[src/rtl/rnn_mem_pkg.sv]
// Shared definitions for the RNN weight/state memory arbiter:
// region-select codes, default widths and FSM state type.
package rnn_mem_pkg;

    localparam int unsigned RNN_AW   = 17;
    localparam int unsigned RNN_DW   = 20;
    localparam int unsigned RNN_SELW = 3;

    localparam logic [RNN_SELW-1:0] SEL_WIH  = 3'b000;
    localparam logic [RNN_SELW-1:0] SEL_BIH  = 3'b001;
    localparam logic [RNN_SELW-1:0] SEL_WHH  = 3'b010;
    localparam logic [RNN_SELW-1:0] SEL_BHH  = 3'b011;
    localparam logic [RNN_SELW-1:0] SEL_TCNT = 3'b100;
    localparam logic [RNN_SELW-1:0] SEL_HOUT = 3'b101;

    typedef enum logic [0:0] {
        StIdle,
        StLocked
    } arb_state_e;

    // Only the output-h region is written; every other region is read.
    function automatic logic is_write(input logic [RNN_SELW-1:0] sel);
        return sel == SEL_HOUT;
    endfunction

endpackage

[src/rtl/rnn_mem_arbiter_if.sv]
// Requester-side and memory-side bus of the RNN memory arbiter.
// slave: the arbiter; master: requesters plus the memory macro.
interface rnn_mem_arbiter_if
    import rnn_mem_pkg::*;
#(
    parameter int unsigned NREQ = 3,
    parameter int unsigned AW   = RNN_AW,
    parameter int unsigned DW   = RNN_DW,
    parameter int unsigned SELW = RNN_SELW
);

    logic [NREQ-1:0]      req;
    logic [NREQ-1:0]      req_lock;
    logic [NREQ*SELW-1:0] req_sel;
    logic [NREQ*AW-1:0]   req_addr;
    logic [NREQ*DW-1:0]   req_wdata;
    logic [NREQ-1:0]      gnt;
    logic [NREQ-1:0]      rvalid;
    logic [DW-1:0]        rdata;
    logic                 mce;
    logic [SELW-1:0]      msel;
    logic [AW-1:0]        maddr;
    logic [DW-1:0]        mdata_w;
    logic [DW-1:0]        mdata_r;

    modport slave (
        input  req, req_lock, req_sel, req_addr, req_wdata, mdata_r,
        output gnt, rvalid, rdata, mce, msel, maddr, mdata_w
    );

    modport master (
        output req, req_lock, req_sel, req_addr, req_wdata, mdata_r,
        input  gnt, rvalid, rdata, mce, msel, maddr, mdata_w
    );

endinterface

[src/rtl/rnn_rr_pick.sv]
// Combinational cyclic priority picker: first requesting index at or
// after ptr, wrapping, as one-hot grant plus encoded index.
module rnn_rr_pick #(
    parameter int unsigned N  = 3,
    parameter int unsigned PW = (N > 1) ? $clog2(N) : 1
) (
    input  logic [N-1:0]  req,
    input  logic [PW-1:0] ptr,
    output logic [N-1:0]  gnt,
    output logic [PW-1:0] idx,
    output logic          valid
);

    int unsigned   j;
    logic [PW-1:0] j_idx;

    always_comb begin
        gnt   = '0;
        idx   = '0;
        valid = 1'b0;
        j     = 0;
        j_idx = '0;
        for (int unsigned off = 0; off < N; off++) begin
            j = 32'(ptr) + off;
            if (j >= N) begin
                j = j - N;
            end
            j_idx = j[PW-1:0];
            if (!valid && req[j_idx]) begin
                valid      = 1'b1;
                gnt[j_idx] = 1'b1;
                idx        = j_idx;
            end
        end
    end

endmodule

[src/rtl/rnn_mem_arbiter.sv]
// Round-robin arbiter with burst locking and a starvation cap that owns
// the single RNN weight/state memory port; 2-cycle read latency from gnt.
module rnn_mem_arbiter
    import rnn_mem_pkg::*;
#(
    parameter int unsigned NREQ      = 3,
    parameter int unsigned AW        = RNN_AW,
    parameter int unsigned DW        = RNN_DW,
    parameter int unsigned SELW      = RNN_SELW,
    parameter int unsigned MAX_BURST = 64
) (
    input logic               clk,
    input logic               reset,
    rnn_mem_arbiter_if.slave  bus
);

    localparam int unsigned PW = (NREQ > 1) ? $clog2(NREQ) : 1;
    localparam int unsigned CW = $clog2(MAX_BURST + 1);

    arb_state_e      state_q;
    logic [PW-1:0]   owner_q;
    logic [PW-1:0]   ptr_q;
    logic [CW-1:0]   burst_cnt_q;

    logic            mce_q;
    logic [SELW-1:0] msel_q;
    logic [AW-1:0]   maddr_q;
    logic [DW-1:0]   mdata_w_q;
    logic [NREQ-1:0] rd_issue_q;
    logic [NREQ-1:0] rvalid_q;
    logic [DW-1:0]   rdata_q;

    logic [NREQ-1:0] pick_gnt;
    logic [PW-1:0]   pick_idx;
    logic            pick_valid;

    logic [NREQ-1:0] owner_oh;
    logic            others_req;
    logic            do_arb;
    logic [NREQ-1:0] gnt_vec;
    logic [PW-1:0]   gnt_idx;
    logic            any_gnt;
    logic [SELW-1:0] beat_sel;
    logic [AW-1:0]   beat_addr;
    logic [DW-1:0]   beat_wdata;
    logic [PW-1:0]   ptr_next;

    rnn_rr_pick #(
        .N  (NREQ),
        .PW (PW)
    ) u_pick (
        .req   (bus.req),
        .ptr   (ptr_q),
        .gnt   (pick_gnt),
        .idx   (pick_idx),
        .valid (pick_valid)
    );

    always_comb begin
        owner_oh   = NREQ'(1) << owner_q;
        others_req = |(bus.req & ~owner_oh);
        // Arbitrate when idle, when the owner drops req, or when the burst
        // cap is hit while someone else waits (forced rotation).
        do_arb     = (state_q == StIdle) || !bus.req[owner_q] ||
                     ((burst_cnt_q == CW'(MAX_BURST)) && others_req);
        gnt_vec    = owner_oh;
        gnt_idx    = owner_q;
        if (do_arb) begin
            gnt_vec = pick_gnt;
            gnt_idx = pick_idx;
        end
        if (reset) begin
            gnt_vec = '0;
        end
        any_gnt    = |gnt_vec;
        beat_sel   = bus.req_sel[gnt_idx*SELW +: SELW];
        beat_addr  = bus.req_addr[gnt_idx*AW +: AW];
        beat_wdata = bus.req_wdata[gnt_idx*DW +: DW];
        ptr_next   = (pick_idx == PW'(NREQ - 1)) ? '0 : pick_idx + PW'(1);
    end

    always_ff @(posedge clk) begin
        if (reset) begin
            state_q     <= StIdle;
            owner_q     <= '0;
            ptr_q       <= '0;
            burst_cnt_q <= '0;
            mce_q       <= 1'b0;
            msel_q      <= '0;
            maddr_q     <= '0;
            mdata_w_q   <= '0;
            rd_issue_q  <= '0;
            rvalid_q    <= '0;
            rdata_q     <= '0;
        end else begin
            mce_q <= any_gnt;
            if (any_gnt) begin
                msel_q    <= beat_sel;
                maddr_q   <= beat_addr;
                mdata_w_q <= beat_wdata;
            end
            rd_issue_q <= (any_gnt && !is_write(beat_sel)) ? gnt_vec : '0;
            rvalid_q   <= rd_issue_q;
            if (|rd_issue_q) begin
                rdata_q <= bus.mdata_r;
            end

            if (do_arb) begin
                if (pick_valid) begin
                    ptr_q <= ptr_next;
                    if (bus.req_lock[pick_idx]) begin
                        state_q     <= StLocked;
                        owner_q     <= pick_idx;
                        burst_cnt_q <= CW'(1);
                    end else begin
                        state_q     <= StIdle;
                        burst_cnt_q <= '0;
                    end
                end else begin
                    state_q     <= StIdle;
                    burst_cnt_q <= '0;
                end
            end else if (!bus.req_lock[owner_q]) begin
                state_q     <= StIdle;
                burst_cnt_q <= '0;
            end else if (burst_cnt_q != CW'(MAX_BURST)) begin
                burst_cnt_q <= burst_cnt_q + CW'(1);
            end
        end
    end

    assign bus.gnt     = gnt_vec;
    assign bus.rvalid  = rvalid_q;
    assign bus.rdata   = rdata_q;
    assign bus.mce     = mce_q;
    assign bus.msel    = msel_q;
    assign bus.maddr   = maddr_q;
    assign bus.mdata_w = mdata_w_q;

endmodule

[src/flat_wrapper.sv]
// flat-port wrapper written by rule: the top's interface ports become plain ports
module rnn_mem_arbiter_flat import rnn_mem_pkg::*;
#(
    parameter int unsigned NREQ      = 3,
    parameter int unsigned AW        = RNN_AW,
    parameter int unsigned DW        = RNN_DW,
    parameter int unsigned SELW      = RNN_SELW,
    parameter int unsigned MAX_BURST = 64
)
  (clk, reset, bus_req, bus_req_lock, bus_req_sel, bus_req_addr, bus_req_wdata, bus_mdata_r, bus_gnt, bus_rvalid, bus_rdata, bus_mce, bus_msel, bus_maddr, bus_mdata_w);
  rnn_mem_arbiter_if #(.NREQ(NREQ), .AW(AW), .DW(DW), .SELW(SELW)) bus_i ();
  input logic clk;
  input logic reset;
  input wire logic [$bits(bus_i.req)-1:0] bus_req;
  input wire logic [$bits(bus_i.req_lock)-1:0] bus_req_lock;
  input wire logic [$bits(bus_i.req_sel)-1:0] bus_req_sel;
  input wire logic [$bits(bus_i.req_addr)-1:0] bus_req_addr;
  input wire logic [$bits(bus_i.req_wdata)-1:0] bus_req_wdata;
  input wire logic [$bits(bus_i.mdata_r)-1:0] bus_mdata_r;
  output wire logic [$bits(bus_i.gnt)-1:0] bus_gnt;
  output wire logic [$bits(bus_i.rvalid)-1:0] bus_rvalid;
  output wire logic [$bits(bus_i.rdata)-1:0] bus_rdata;
  output wire logic [$bits(bus_i.mce)-1:0] bus_mce;
  output wire logic [$bits(bus_i.msel)-1:0] bus_msel;
  output wire logic [$bits(bus_i.maddr)-1:0] bus_maddr;
  output wire logic [$bits(bus_i.mdata_w)-1:0] bus_mdata_w;
  assign bus_i.req = bus_req;
  assign bus_i.req_lock = bus_req_lock;
  assign bus_i.req_sel = bus_req_sel;
  assign bus_i.req_addr = bus_req_addr;
  assign bus_i.req_wdata = bus_req_wdata;
  assign bus_i.mdata_r = bus_mdata_r;
  assign bus_gnt = bus_i.gnt;
  assign bus_rvalid = bus_i.rvalid;
  assign bus_rdata = bus_i.rdata;
  assign bus_mce = bus_i.mce;
  assign bus_msel = bus_i.msel;
  assign bus_maddr = bus_i.maddr;
  assign bus_mdata_w = bus_i.mdata_w;
  rnn_mem_arbiter #(.NREQ(NREQ), .AW(AW), .DW(DW), .SELW(SELW), .MAX_BURST(MAX_BURST)) u_core (.clk(clk), .reset(reset), .bus(bus_i));
endmodule
[config.mk]
export PLATFORM = sky130hd
export DESIGN_NAME = rnn_mem_arbiter_flat
export DESIGN_NICKNAME = d
export VERILOG_FILES = /design/src/rtl/rnn_mem_pkg.sv /design/src/rtl/rnn_mem_arbiter_if.sv /design/src/rtl/rnn_rr_pick.sv /design/src/rtl/rnn_mem_arbiter.sv /design/src/flat_wrapper.sv
export SDC_FILE = /design/constraint.sdc
export NUM_CORES = 1
export LEC_CHECK = 0
export ABC_CLOCK_PERIOD_IN_PS = 3100
export CAP_MARGIN = 20
export CORE_MARGIN = 1
export CORE_UTILIZATION = 40
export DETAILED_ROUTE_END_ITERATION = 8
export PLACE_DENSITY = 0.81
export SLEW_MARGIN = 10
export SYNTH_ARGS = -nofsm -noshare
export SYNTH_HDL_FRONTEND = slang
export SYNTH_SLANG_ARGS = --single-unit
[constraint.sdc]
create_clock -name clk -period 3.1 [get_ports clk]
set_input_delay 0.465 -clock clk [delete_from_list [all_inputs] [get_ports clk]]
set_output_delay 0.465 -clock clk [all_outputs]
set_load 0.005 [all_outputs]
==> out/metrics.yaml <==
clocking:
  cts_tree: "built"
  path_clk_slew_ns: 0.10
  cts.htree.levels: 3
  clkLatencyLatePin_ns: 0.35
  cts_root_buffer: "clkbuf_8"
  cts.sinks: 79
  cts_hold_buf: 0
  clk_path_buf_depth: 2
  cts_made_buffers: 9
pwr:
  p_int_mw: 3.794
  ir_worst_vdd_mv: 0.4132
  power_frac_clock: 0.147
  power_frac_seq: 0.261
  leakagePower_nw: 2.741
  netSwitchingPower_mw: 2.389
  power_frac_comb: 0.591
  design_power_total_mw: 6.183
  swShare: 0.3863
  power_density_nw_per_um2: 884.8
cells_and_area:
  antennaDiodeCount: 0
  nets: 893
  drive_above_1_share: 0.1210
  postLayoutCoreUtil: 0.7052
  mostFrequentLayoutCell: "clkdlybuf4s50_1"
  area_growth_pct: 68.58
  final_cell_mix: "209 x clkdlybuf4s50_1, 76 x dfxtp_1, 52 x nor2_1, 46 x nand2_1, 43 x nand3_1"
  finalInstanceArea_sq_um: 6988
route:
  ant_nets: 0
  routed_wl_um: 14120
  dr.pass1.iters: 5
  drtIter0Drc: 193
  avgViaCountPerCell: 5.396
  drc: 0
  wl_per_cell_um: 16.10
  vias: 4732
placement:
  io_buffers: 214
  hpwl_um: 10500
  dp_slack_ns: -0.1143
  place_congestion: 0.8695
  place_area_sq_um: 6633
global_route:
  grt_pass1_wl_um: 22470
  gr-total-overflow: 0
  grt_max_degree: 41
  grt.met3_usage: 0.06986
  groute.usage.overall: 0.2560
  grtUsageMet2: 0.4733
  grt_antenna_before_repair: 0
  grt_pass1_vias: 4678
  met1_usage: 0.2759
  grt_busiest_layer: "met2"
sta:
  worst_pin_slew_ns: 0.6337
  grt_setup_unrepaired: "true"
  timing.final.ws_setup_ns: 0.02207
  slew_headroom: 0.5776
  min_period_over_period: 0.9929
  fin_crit_ns: 3.078
  setup_viol: 0
  hold_viol: 0
  fmax_mhz: 324.9
  drv_slew: 0
  tns_ns: 0
  finClkSkew_ns: 0.01606
worst_setup_path:
  cpLargestDelayFamily: "buffers and inverters"
  cp_slowest_cell: "clkdlybuf4s50_1"
  crit_top_cell: "inv_1"
  worstPathMaxFanout: 7
  cp-start-kind: "register"
  cp.required_ns: 2.63
  critPathArrivalTime_ns: 2.61
  crit_chain: "inv_1 > ha_4 > nor2b_2 > and3b_1 > o21ai_1 > o211ai_2 > o21ai_0 > or2_2 > inv_1 > clkdlybuf4s50_1"
  path_buf_inv: 3
  critPathMaxStageDelay_ns: 0.49
  end_kind: "output port"
  ff2ff_setup_slack_ns: 0.40
  worstSetupPathType: "register to output port"
synth:
  synth.area.top_cells: "dfxtp_1 38%, a211oi_1 7.2%, o31ai_1 6.9%, and3_1 6.0%, nand3_1 5.2%"
  yosysTopAreaCell: "dfxtp_1"
  syn_area_sq_um: 4145
  synthCells: 515
  synth_top_area_frac: 0.3815
  synth-seq-area-share: 0.3815
  ys_seq_elements: 79
  synth-edff-count: 0
  syn_avg_cell_area_sq_um: 8.049
  ys_dominant_reg_cell: "dfxtp_1"
  syn-num-nets: 669
  ys_async_sr_fraction: 0
  ys_types: 52
  yosysWarnings: 0
die:
  ios: 215
  fp.coreArea_sq_um: 9910
  die-area_sq_um: 10770
  die_x_um: 103.8
  die_y_um: 103.8
  placementRows: 36
  initial_utilization: 0.4183
run_status:
  outcome: "finished, final reports clean"
hold_path:
  hp-class: "register to register"
job:
  cap_viol_max_count: 0
-- Yosys cell counts (5+ instances only) --
| cell | n |
|---|---|
| nand3_1 | 43 |
| nor2b_1 | 5 |
| nor2_1 | 52 |
| mux2i_1 | 10 |
| buf_2 | 12 |
| nand2_1 | 46 |
| o21ai_0 | 5 |
| dfxtp_1 | 79 |
| and3_1 | 40 |
| inv_1 | 10 |
| clkbuf_1 | 28 |
| o31ai_1 | 38 |
| nand2b_1 | 5 |
| a21oi_1 | 33 |
| ha_1 | 6 |
| a211oi_1 | 40 |
-- area by class of cell --
cell class	instances	area, sq um
flip-flops and latches	79	1585
multi-input cells	378	2394
clock buffers	9	123.9
fillers	790	2922
clock inverters	7	110.1
inverters	11	41.29
repair buffers	260	2567
well taps	133	166.4
-- per-layer routing --
metal	up-vias	wire length (um)	part of all wire
met4	0	341	0.024
li1	2319	-	-
met1	2191	5496	0.39
met5	-	0	0
met2	194	7236	0.51
met3	28	1047	0.074
-- flip-flops by register name (all words and copies together) (netlist names), 2 cells and up --
signal              cells
u_core.burst_cnt_q      7
u_core.ptr_q            2
u_core.rd_issue_q       3
u_core.owner_q          2
u_core.bus.rdata       20
u_core.bus.maddr       17
u_core.bus.rvalid       3
u_core.bus.msel         3
u_core.bus.mdata_w     20
-- per-stage QoR --
step | instances | hold slack [ns]
finish | 877 | 0.4537
global route | 877 | 0.4742
CTS | 873 | 0.4553
detailed placement | 855 | 0.4433
global placement | 855 | 0.4378
floorplan | 515 | 0.4482
-- worst paths after layout --
path	startpoint	endpoint	cells after the start
hold reg to reg	u_core.bus.rdata[5]	u_core.bus.rdata[5]	2
hold / removal	u_core.bus.rdata[5]	u_core.bus.rdata[5]	2
setup reg to reg	u_core.ptr_q[1]	u_core.rd_issue_q[0]	12
setup / recovery	u_core.ptr_q[1]	bus_gnt[1]	10
-- power groups by stage --
stage	clock network (mW)	logic [mW]	registers (mW)
finish	0.911	3.66	1.62
global route	0.964	3.96	1.65
detailed placement	0	3.50	1.63
CTS	0.930	3.57	1.61
global placement	0	3.43	1.61
floorplan	0	1.88	1.62
-- tightest hold or removal path, cell delays in order, from the launching register on --
cell and delay [ns]:
dfxtp_1 0.31, nand2_1 0.05, a21oi_1 0.05
-- cells by family after synthesis --
group / synth area share
adders and majority gates: 0.01811
AOI/OAI and AO/OA: 0.2514
DFF: 0.3815
and+or+nand+nor: 0.2472
buffers and inverters: 0.06369
muxes: 0.02958
xor gates and xnor gates: 0.008453
-- timing repair --
item,in CTS,in global routing
setup endpoints to repair,3,3
gates resized for setup,13,12
setup buffers,2,3
pin swaps,1,4
No activity file was read; power rests on OpenSTA's default activity.
